<file path="src/rtl/fc_pkg.sv">
// Shared constants for the fully connected layer row scheduler: data width,
// FSM encoding and the row index width helper.
package fc_pkg;

    localparam int DATA_W = 16;

    localparam logic [1:0] S_IDLE  = 2'd0;
    localparam logic [1:0] S_ISSUE = 2'd1;
    localparam logic [1:0] S_DRAIN = 2'd2;
    localparam logic [1:0] S_DONE  = 2'd3;

    function automatic int row_w(input int m);
        return (m <= 1) ? 1 : $clog2(m);
    endfunction

endpackage

</file>
<file path="src/rtl/fc_tag_pipe.sv">
// Per-lane {valid,row} delay line matching the dot-product lane latency (DP_LAT cycles).
// No backpressure: shifts every cycle; o_pend flags tags that still have cycles left to travel.
module fc_tag_pipe #(
    parameter int ROW_W  = 2,
    parameter int DP_LAT = 1
) (
    input  logic             i_clk,
    input  logic             i_rst,
    input  logic             i_vld,
    input  logic [ROW_W-1:0] i_row,
    output logic             o_vld,
    output logic [ROW_W-1:0] o_row,
    output logic             o_pend
);

    // Every stage except the output one: those tags are captured in a later cycle.
    localparam logic [DP_LAT-1:0] PEND_MASK = {DP_LAT{1'b1}} >> 1;

    logic [DP_LAT-1:0] r_vld;
    logic [ROW_W-1:0]  r_row [DP_LAT];

    always_ff @(posedge i_clk) begin
        if (i_rst) begin
            r_vld <= '0;
            for (int s = 0; s < DP_LAT; s++) begin
                r_row[s] <= '0;
            end
        end else begin
            r_vld[0] <= i_vld;
            r_row[0] <= i_row;
            for (int s = 1; s < DP_LAT; s++) begin
                r_vld[s] <= r_vld[s-1];
                r_row[s] <= r_row[s-1];
            end
        end
    end

    assign o_vld  = r_vld[DP_LAT-1];
    assign o_row  = r_row[DP_LAT-1];
    assign o_pend = |(r_vld & PEND_MASK);

endmodule

</file>
<file path="src/rtl/fc_row_scheduler.sv">
// Hands M matrix rows to NUM_DP dot-product lanes, NUM_DP per cycle; done B+DP_LAT+1 cycles after start.
// No backpressure: lanes are always ready and results are captured DP_LAT cycles after issue.
module fc_row_scheduler
    import fc_pkg::*;
#(
    parameter int M      = 4,
    parameter int N      = 2,
    parameter int NUM_DP = 2,
    parameter int DP_LAT = 1,
    parameter int ROW_W  = fc_pkg::row_w(M)
) (
    input  logic                      i_clk,
    input  logic                      i_rst,
    input  logic                      i_start,
    output logic                      o_busy,
    output logic                      o_done,
    output logic [NUM_DP-1:0]         o_issue_valid,
    output logic [0:NUM_DP*ROW_W-1]   o_issue_row,
    input  logic [0:NUM_DP*DATA_W-1]  i_dp_result,
    output logic [0:M*DATA_W-1]       o_out_vector
);

    if (NUM_DP < 1 || NUM_DP > M || DP_LAT < 1 || N < 1) begin : g_bad_cfg
        $error("fc_row_scheduler: illegal parameter set");
    end

    // One spare bit so next_row can run past M on the last batch without wrapping.
    localparam int                CNT_W  = ROW_W + 1;
    localparam logic [CNT_W-1:0]  M_C    = CNT_W'(M);
    localparam logic [CNT_W-1:0]  STEP_C = CNT_W'(NUM_DP);

    logic [1:0]               r_state;
    logic [CNT_W-1:0]         r_next_row;
    logic [0:M*DATA_W-1]      r_out;

    logic [NUM_DP-1:0]        w_issue_vld;
    logic [0:NUM_DP*ROW_W-1]  w_issue_row;
    logic [CNT_W-1:0]         w_row;
    logic [NUM_DP-1:0]        w_tag_vld;
    logic [NUM_DP-1:0]        w_tag_pend;
    logic [ROW_W-1:0]         w_tag_row [NUM_DP];

    always_comb begin
        w_issue_vld = '0;
        w_issue_row = '0;
        w_row       = '0;
        for (int k = 0; k < NUM_DP; k++) begin
            w_row = r_next_row + CNT_W'(k);
            if (r_state == S_ISSUE && w_row < M_C) begin
                w_issue_vld[k]                  = 1'b1;
                w_issue_row[k*ROW_W +: ROW_W]   = w_row[ROW_W-1:0];
            end
        end
    end

    for (genvar k = 0; k < NUM_DP; k++) begin : g_lane
        fc_tag_pipe #(
            .ROW_W  (ROW_W),
            .DP_LAT (DP_LAT)
        ) u_tag (
            .i_clk  (i_clk),
            .i_rst  (i_rst),
            .i_vld  (w_issue_vld[k]),
            .i_row  (w_issue_row[k*ROW_W +: ROW_W]),
            .o_vld  (w_tag_vld[k]),
            .o_row  (w_tag_row[k]),
            .o_pend (w_tag_pend[k])
        );
    end

    always_ff @(posedge i_clk) begin
        if (i_rst) begin
            r_state    <= S_IDLE;
            r_next_row <= '0;
            r_out      <= '0;
        end else begin
            case (r_state)
                S_IDLE: begin
                    if (i_start) begin
                        r_state    <= S_ISSUE;
                        r_next_row <= '0;
                    end
                end
                S_ISSUE: begin
                    r_next_row <= r_next_row + STEP_C;
                    if (r_next_row + STEP_C >= M_C) begin
                        r_state <= S_DRAIN;
                    end
                end
                S_DRAIN: begin
                    // Output-stage tags are captured this cycle; only earlier stages hold us here.
                    if (!(|w_tag_pend)) begin
                        r_state <= S_DONE;
                    end
                end
                default: r_state <= S_IDLE;
            endcase

            for (int r = 0; r < M; r++) begin
                for (int k = 0; k < NUM_DP; k++) begin
                    if (w_tag_vld[k] && w_tag_row[k] == ROW_W'(r)) begin
                        r_out[r*DATA_W +: DATA_W] <= i_dp_result[k*DATA_W +: DATA_W];
                    end
                end
            end
        end
    end

    assign o_busy        = (r_state != S_IDLE);
    assign o_done        = (r_state == S_DONE);
    assign o_issue_valid = w_issue_vld;
    assign o_issue_row   = w_issue_row;
    assign o_out_vector  = r_out;

endmodule

</file>
<file path="config.mk">
export PLATFORM = sky130hd
export DESIGN_NAME = fc_row_scheduler
export DESIGN_NICKNAME = d
export VERILOG_FILES = /design/src/rtl/fc_pkg.sv /design/src/rtl/fc_tag_pipe.sv /design/src/rtl/fc_row_scheduler.sv
export SDC_FILE = /design/constraint.sdc
export NUM_CORES = 1
export LEC_CHECK = 0
export ABC_CLOCK_PERIOD_IN_PS = 1400
export BUFFER_PORTS_ARGS = -buffer_cell sky130_fd_sc_hd__buf_2
export CELL_PAD_IN_SITES_DETAIL_PLACEMENT = 0
export CELL_PAD_IN_SITES_GLOBAL_PLACEMENT = 2
export CORE_ASPECT_RATIO = 1.1
export CORE_MARGIN = 2
export CORE_UTILIZATION = 26
export CTS_CLUSTER_SIZE = 40
export DETAILED_ROUTE_END_ITERATION = 10
export GPL_TIMING_DRIVEN = 0
export PLACE_DENSITY = 0.77
export SYNTH_ARGS = -nofsm -noshare
export SYNTH_HDL_FRONTEND = slang
export SYNTH_SLANG_ARGS = --single-unit
</file>
<file path="constraint.sdc">
create_clock -name i_clk -period 1.4 [get_ports i_clk]
set_input_delay 0 -clock i_clk [delete_from_list [all_inputs] [get_ports i_clk]]
set_output_delay 0 -clock i_clk [all_outputs]
set_load 0.02 [all_outputs]
</file>
==> flow_summary.ini, run 1 <==
[logic_synthesis]
synth_area_um2 = 3330
ys_seq_elements = 74
synthCells = 401
synthTopCellsByCount = nand2_1, dfxtp_1, nor2_1, a311oi_1, clkbuf_1
yosysSeqAreaShare_pct = 44.5
synthArstFlopShare_pct = 0
synth_cell_types = 31
synth.most_common_cell = nand2_1
syn_avg_cell_area_um2 = 8.29
synth-edff-count = 0
synthTopCellsByArea = dfxtp_1, a311oi_1, nand2_1
synth-main-ff-cell = dfxtp_1
yosysWarnings = 0
synth_top_cell_by_area = dfxtp_1
synth_top_area_share_pct = 44.5

[global_routing]
overflow = 0
grt_max_degree = 13
grt_pass1_vias = 3525
antenna_found_initial = 0
grt.total_usage_pct = 18.5
grt_pass1_wl_um = 19400

[placed_design]
place_inst = 663
gp_congestion = 0.771
dp_hpwl_um = 8730
postPlaceCellArea_um2 = 4050
dp_slack_ps = -246
port_buffers = 104

[cells_and_area]
area_delta_synth_final_pct = 48.4
n_antenna_cell = 0
fin_nets = 597
drive_gt1_share_pct = 31.4
final_cell_count_no_fill = 717
final_util_pct = 39.4
fin_area_um2 = 4930

[routing]
wl_per_cell_um = 17.7
drt-total-wl_um = 12700
firstDrtPassIters = 5
drt_iter0_drc = 218
drc = 0
ant_nets = 0
vias_per_cell = 4.89
num_vias = 3509

[timing]
fin_skew_ps = 8.08
worst_slack_ps = 36.2
setup_viol = 0
whs_ps = 44.3
fin_crit_sh_pct = 97.4
tightest_slew_ps = 741
max-slew-margin-rel_pct = 50.6
maxSlewViolCount = 0
hold_viol = 0
period_needed_ps = 1360
rsz0062_at_grt = yes
fmax_ghz = 0.733
finalSetupTns_ps = 0

[worst_setup_path]
crit_type = reg2out
critPathLaunchType = register
path_cells = inv_4, ha_4, nor2b_4, and2_1, buf_6
cp_num_buf_inv = 2
required_ps = 1400
end_kind = output port
cp_max_fo = 5
arrival_ps = 1360
crit_family = flip-flops
cp_slowest_stage_delay_ps = 380
crit_path_top_delay_cell = dfxtp_4

[clocking]
numCtsBuffers = 9
clockBufferDepth = 2
clockRootBuffer = clkbuf_16
clock_latency_ps = 340
clk_pin_slew_ps = 60
h-tree-depth = 3
cts_tree = yes
cts.sinks = 74

[power]
cellPowerDensity_nw_per_um2 = 1400
ir_drop_uv = 998
leakage_nw = 2.04
total_power_mw = 6.92

[die]
die_y_um = 123
fp-row-count = 43
initial_utilization_pct = 26.5
coreArea_um2 = 12500
dieArea_um2 = 13700
ioPinCount = 107
die_x_um = 112

[job]
maxCapViolations = 0

[outcome]
status = finished, final reports clean

[min_path]
hold_path_class = in2reg
routing by layer:
metal | global-route usage (%) | share of wire (%) | vias up
met5 | 0 | 0 | -
met4 | 7.18 | 1.8 | 0
met3 | 4.69 | 7.2 | 18
met2 | 29.8 | 47 | 124
met1 | 24.0 | 44 | 1660
li1 | - | - | 1707
sequential cells by signal (all words and copies together) (netlist names):
signal / cells
r_next_row: 2
o_out_vector: 64
g_lane.u_tag.o_vld: 2
r_state: 2
g_lane.u_tag.r_row: 4
cells by family after synthesis:
group / after synthesis / synth area share (%)
mux: 17 / 5.12
fa+ha+maj: 7 / 2.63
buf+inv: 39 / 5.98
other cells: 1 / 0.113
simple gates: 193 / 24.2
compound gates: 70 / 17.4
flops: 74 / 44.5
worst paths after layout:
check	to	depth (start not counted)	from	slack, ps
setup / recovery	o_issue_row[0]	5	r_state[1]$_SDFFE_PP0P_	40
hold / removal	g_lane[1].u_tag.o_vld$_SDFF_PP0_	2	i_rst	40
setup reg to reg	o_out_vector[16]$_SDFFE_PP0P_	5	g_lane[0].u_tag.r_row[0][1]$_SDFF_PP0_	50
hold reg to reg	o_out_vector[19]$_SDFFE_PP0P_	2	o_out_vector[19]$_SDFFE_PP0P_	480
cell usage in the layout (no fill, tap or decap), types with 5 or more instances in the layout:
| cell | synthesis | layout |
|---|---|---|
| nor2_1 | 67 | 67 |
| dlygate4sd3_1 | 0 | 32 |
| a211oi_1 | 16 | 15 |
| clkbuf_1 | 20 | 9 |
| clkbuf_16 | 0 | 9 |
| a311oi_2 | 0 | 7 |
| buf_4 | 5 | 14 |
| buf_6 | 1 | 7 |
| dfxtp_1 | 74 | 69 |
| nor2b_1 | 9 | 8 |
| clkbuf_2 | 0 | 6 |
| ha_1 | 7 | 5 |
| nand2_1 | 99 | 99 |
| a311oi_1 | 48 | 41 |
| mux2i_1 | 17 | 17 |
| buf_2 | 8 | 103 |
worst register-to-register path, cell delays in order, from the launching register on:
cell and delay [ps]:
dfxtp_4 360, and3b_1 200, clkbuf_4 180, buf_8 160, nand2_1 80, a311oi_2 280
power by group:
group	internal, mW	switching (mW)
logic	0.799	1.05
clock network	1.60	0.937
registers	2.35	0.178
total	4.75	2.16
area by class of cell:
cell class	instances	area, µm²
fillers	1265	7600
multi-input cells	289	1740
flip-flops and latches	74	1500
repair buffers	143	906
plain buffers	34	254
clock buffers	11	243
well taps	157	196
clock inverters	5	77.6
inverters	4	17.5
repair_timing:
item                       in CTS  in global routing
pin swaps                       2                  0
hold buffers                   32                  0
buffers inserted                4                  3
hold endpoints to repair       62                  0
gates resized for setup        30                 45
setup endpoints to repair      65                 57
Note: power is estimated with default switching activity, not from simulation.
==> run 2: changes to the inputs <==
Settings changed: ABC_AREA set to 1, CORE_UTILIZATION 26 to 25, CTS_CLUSTER_SIZE 40 to 8, PLACE_DENSITY 0.77 to 0.76.
==> flow_summary.ini, run 2 <==
[logic_synthesis]
synth.most_common_cell = nand3_1
yosys.area_share.simple_pct = 38.9
synthXorXnorAreaFrac_pct = 0
ys_seq_elements = 74
yosysWarnings = 0
synth_top_area_share_pct = 39.0
synthTopCellsByCount = nand3_1, nand2_1, dfxtp_1, a21oi_1, nand4_1
synth-adder-area-share_pct = 2.31
synth_top_family_by_area = simple AND/OR/NAND/NOR gates
synth_area_um2 = 3800
synth-main-ff-cell = dfxtp_1
synthMuxAreaShare_pct = 0
synthArstFlopShare_pct = 0
synthCells = 547
synth_cell_types = 24
syn_avg_cell_area_um2 = 6.94
synthTopCellsByArea = dfxtp_1, nand3_1, nand2_1
synth-compound-area-share_pct = 8.50
yosysSeqAreaShare_pct = 39.0
synth_top_cell_by_area = dfxtp_1
synth-edff-count = 0

[die]
dieArea_um2 = 16200
ioPinCount = 107
coreArea_um2 = 14900
die_x_um = 121
fp-row-count = 47
initial_utilization_pct = 25.4
die_y_um = 133

[worst_setup_path]
cp_slowest_stage_delay_ps = 370
required_ps = 1400
worst_path_most_repeated_cell = inv_4
end_kind = output port
critPathLaunchType = register
cp_max_fo = 6
crit_type = reg2out
path_cells = inv_4, ha_2, inv_4, nor2_1, buf_4, buf_2
crit_family = buffers and inverters
cp_num_buf_inv = 4
crit_path_top_delay_cell = dfxtp_2
cp.depth = 6
arrival_ps = 1340
reg2reg_slack_ps = 70
r2r_cells = 5

[cells_and_area]
n_antenna_cell = 0
fill_cells = 1662
largest_register_ffs = 64
final_cell_count_no_fill = 871
fin_nets = 713
layout_commonest_cell = nand3_1
drive_gt1_share_pct = 27.9
area_delta_synth_final_pct = 33.7
register_area_um2 = 1490
multiInputGateArea_um2 = 1960
layout_common_cells = nand3_1, buf_2, nand2_1

[placed_design]
place_inst = 849
gp_congestion = 0.925
dp_hpwl_um = 11500
dp_slack_ps = -145
port_buffers = 105

[timing]
tightest_slew_ps = 636
fmax_ghz = 0.747
finalSetupTns_ps = 0
max-slew-margin-rel_pct = 57.6
whs_ps = 23.2
fin_crit_sh_pct = 95.6
period_needed_ps = 1340
maxSlewViolCount = 0
setup_viol = 0
hold_viol = 0
fin_skew_ps = 4.99
worst_slack_ps = 61.7
rsz0062_at_grt = yes

[routing]
ant_nets = 0
wl_per_cell_um = 17.4
drt-total-wl_um = 15200
drt_iter0_drc = 281
num_vias = 4304
drc = 0
firstDrtPassIters = 5
vias_per_cell = 4.94

[clocking]
numCtsBuffers = 9
clk_pin_slew_ps = 60
clockBufferDepth = 2
clock_latency_ps = 340
cts.sinks = 74
clockRootBuffer = clkbuf_16
h-tree-depth = 3
cts_tree = yes

[global_routing]
grt_max_degree = 12
grt_pass1_wl_um = 22700
grt.total_usage_pct = 18.8
grt_pass1_vias = 4021
overflow = 0
antenna_found_initial = 0

[power]
ir_drop_uv = 823
cellPowerDensity_nw_per_um2 = 1410
leakage_nw = 2.35

[job]
maxCapViolations = 0

[outcome]
status = finished, final reports clean

[min_path]
hold_path_class = in2reg
hold_depth = 5
-- run 2: logic make-up after synthesis --
kind of cell / Yosys count
other: 1
adders and majority gates: 7
buffers and inverters: 97
DFF: 74
AOI/OAI and AO/OA: 64
and+or+nand+nor: 304
-- run 2: per-layer routing --
layer	up-vias	global-route usage [%]	share of wire (%)
met2	179	30.3	46
li1	2113	-	-
met3	28	3.72	7.4
met4	0	7.92	2.9
met1	1984	24.6	44
met5	-	0	0
-- run 2: metrics by stage --
step / total power [mW] / util [%] / instance area, µm²
floorplan: 4.04 / - / 3800
global placement: 4.73 / 30.6 / 4570
detailed placement: 4.76 / 30.6 / 4570
CTS: 7.10 / 33.1 / 4940
global route: 7.59 / 34.0 / 5070
finish: 7.17 / 34.0 / 5070
-- run 2: area by class of cell --
class	instances	area share (%)
Buffer	45	5.74
Clock inverter	2	0.197
Inverter	51	4.02
Tap cell	196	4.83
Multi-Input combinational cell	377	38.6
Clock buffer	13	5.52
Sequential cell	74	29.4
Timing Repair Buffer	113	11.7
-- run 2: final timing paths --
kind                                          from                       endpoint
hold reg to reg      o_out_vector[28]$_SDFFE_PP0P_  o_out_vector[28]$_SDFFE_PP0P_
setup / recovery           r_state[1]$_SDFFE_PP0P_               o_issue_valid[1]
setup reg to reg  g_lane[1].u_tag.o_vld$_SDFF_PP0_   o_out_vector[7]$_SDFFE_PP0P_
hold / removal                      i_dp_result[2]  o_out_vector[50]$_SDFFE_PP0P_
-- run 2: worst reg2reg max path, stage by stage, from the launching register on --
cell and delay (ps):
dfxtp_4 420, clkbuf_4 230, buf_2 230, nand3_1 100
nand3_1 140, a21oi_1 80
-- run 2: what timing repair did --
| action | 4_1_cts | 5_1_grt |
|---|---|---|
| setup endpoints to repair | 69 | 70 |
| gates resized for setup | 22 | 47 |
| setup buffers | 1 | 4 |
| hold endpoints to repair | 3 | 0 |
| hold buffers | 3 | 0 |
-- run 2: report_power, final --
group | internal [mW] | leakage (nW) | total (mW) | switching (mW)
logic | 0.832 | 1.60 | 2.42 | 1.58
clock network | 1.38 | 0.147 | 2.23 | 0.852
registers | 2.34 | 0.601 | 2.53 | 0.188
==> run 3: changes to the inputs <==
Settings changed: CORE_UTILIZATION 25 to 26, CTS_BUF_LIST set to sky130_fd_sc_hd__clkbuf_8, PLACE_DENSITY 0.76 to 0.79.
==> flow_summary.ini, run 3 (synthesis results as in run 2) <==
[power]
seqPwrFrac_pct = 37.6
pwr-share-comb_pct = 36.6
swShare_pct = 38.9
leakage_nw = 2.30
cellPowerDensity_nw_per_um2 = 1340
ir_drop_uv = 823
clockPowerShare_pct = 25.8
netSwitchingPower_mw = 2.60
internal_power_mw = 4.10

[clocking]
numCtsBuffers = 9
cts_tree = yes
clockRootBuffer = clkbuf_8
clock_latency_ps = 370
h-tree-depth = 3
clk_pin_slew_ps = 70
cts.sinks = 74
clockBufferDepth = 2

[placed_design]
gp_congestion = 0.890
dp_hpwl_um = 11200
port_buffers = 105
place_inst = 845
postPlaceCellArea_um2 = 4570

[global_routing]
antenna_found_initial = 0
grt_max_degree = 13
overflow = 0
grt_pass1_wl_um = 22300
grt_pass1_vias = 3917
grt.total_usage_pct = 19.0

[cells_and_area]
layout_commonest_cell = nand3_1
final_util_pct = 34.9
area_delta_synth_final_pct = 31.8
fin_nets = 712
layout_common_cells = nand3_1, buf_2, nand2_1
drive_gt1_share_pct = 28.0
final_cell_count_no_fill = 867
fin_area_um2 = 5000
fill_cells = 1557
n_antenna_cell = 0
largest_register_ffs = 64

[routing]
wl_met3_um = 926
ant_nets = 0
wl_met2_um = 6890
met1Wirelength_um = 6630
wl_per_cell_um = 17.0
num_vias = 4211
drc = 0
firstDrtPassIters = 5
drt_iter0_drc = 317
drt-total-wl_um = 14700
vias_per_cell = 4.86
top_layer = met4

[die]
initial_utilization_pct = 26.5
dieArea_um2 = 15600
fp-row-count = 46
die_x_um = 119
ioPinCount = 107
die_y_um = 131
coreArea_um2 = 14300

[timing]
maxSlewViolCount = 0
fmax_ghz = 0.749
whs_ps = 30.6
max-slew-margin-rel_pct = 58.4
finalSetupTns_ps = 0
fin_skew_ps = 6.68
hold_viol = 0
tightest_slew_ps = 625
setup_viol = 0
period_needed_ps = 1340
fin_crit_sh_pct = 95.4

[job]
maxCapViolations = 0

[worst_setup_path]
required_ps = 1400
crit_type = reg2out
critPathLaunchType = register
end_kind = output port
arrival_ps = 1340
cp_max_fo = 5

[outcome]
status = finished, final reports clean

[min_path]
hold_path_class = in2reg
## run 3: cell types whose count changed in the layout (fill, tap and decap cells not counted), moves of 2 or more
cell	change
buf_2	+2
clkbuf_16	-9
clkbuf_4	-5
clkbuf_8	+7
clkinvlp_4	+2
## run 3: layer usage
layer / vias to the layer above / track usage, %
li1: 2106 / -
met1: 1948 / 24.9
met2: 139 / 32.0
met3: 18 / 3.65
met4: 0 / 5.67
met5: - / 0
## run 3: cell type report
class	count	area, µm²	area share [%]
inverters	51	201	4.03
flip-flops and latches	74	1490	29.8
clock buffers	11	151	3.03
plain buffers	44	278	5.55
well taps	192	240	4.80
repair buffers	113	601	12.0
clock inverters	5	53.8	1.08
multi-input cells	377	1990	39.7
## run 3: worst max-delay path, stage by stage, from the launching register on
cell     delay, ps
dfxtp_2        410
inv_1          120
ha_1           230
inv_1           60
buf_2          160
## run 3: what timing repair did
item                                    4_1_cts  5_1_grt
gates resized for setup                      26       43
endpoints found under the hold margin         4        0
buffers inserted                              2        2
endpoints found under the setup margin       69       67
pin swaps                                     0        1
hold buffers                                  4        0
## run 3: worst paths after layout
path	end	slack, ps	cells after the start	from
worst min-delay path	o_out_vector[52]$_SDFFE_PP0P_	30	5	i_dp_result[20]
worst max register to register	o_out_vector[4]$_SDFFE_PP0P_	70	7	g_lane[1].u_tag.r_row[0][1]$_SDFF_PP0_
worst max-delay path	o_busy	60	4	r_state[0]$_SDFFE_PP0P_
worst min register to register	o_out_vector[30]$_SDFFE_PP0P_	460	2	o_out_vector[30]$_SDFFE_PP0P_
## run 3: stage by stage
stage | total power, mW | setup WS [ps]
global placement | 4.72 | -127
CTS | 6.61 | -11.2
finish | 6.70 | 64.4
floorplan | 4.04 | 170
global route | 7.09 | -2.29
detailed placement | 4.74 | -170
## run 3: power groups by stage
stage	Combinational, mW	Sequential (mW)	Clock, mW
2_1_floorplan	1.36	2.68	0
3_3_place_gp	2.19	2.53	0
3_5_place_dp	2.22	2.53	0
4_1_cts	2.34	2.49	1.78
5_1_grt	2.70	2.54	1.85
6_report	2.45	2.52	1.73
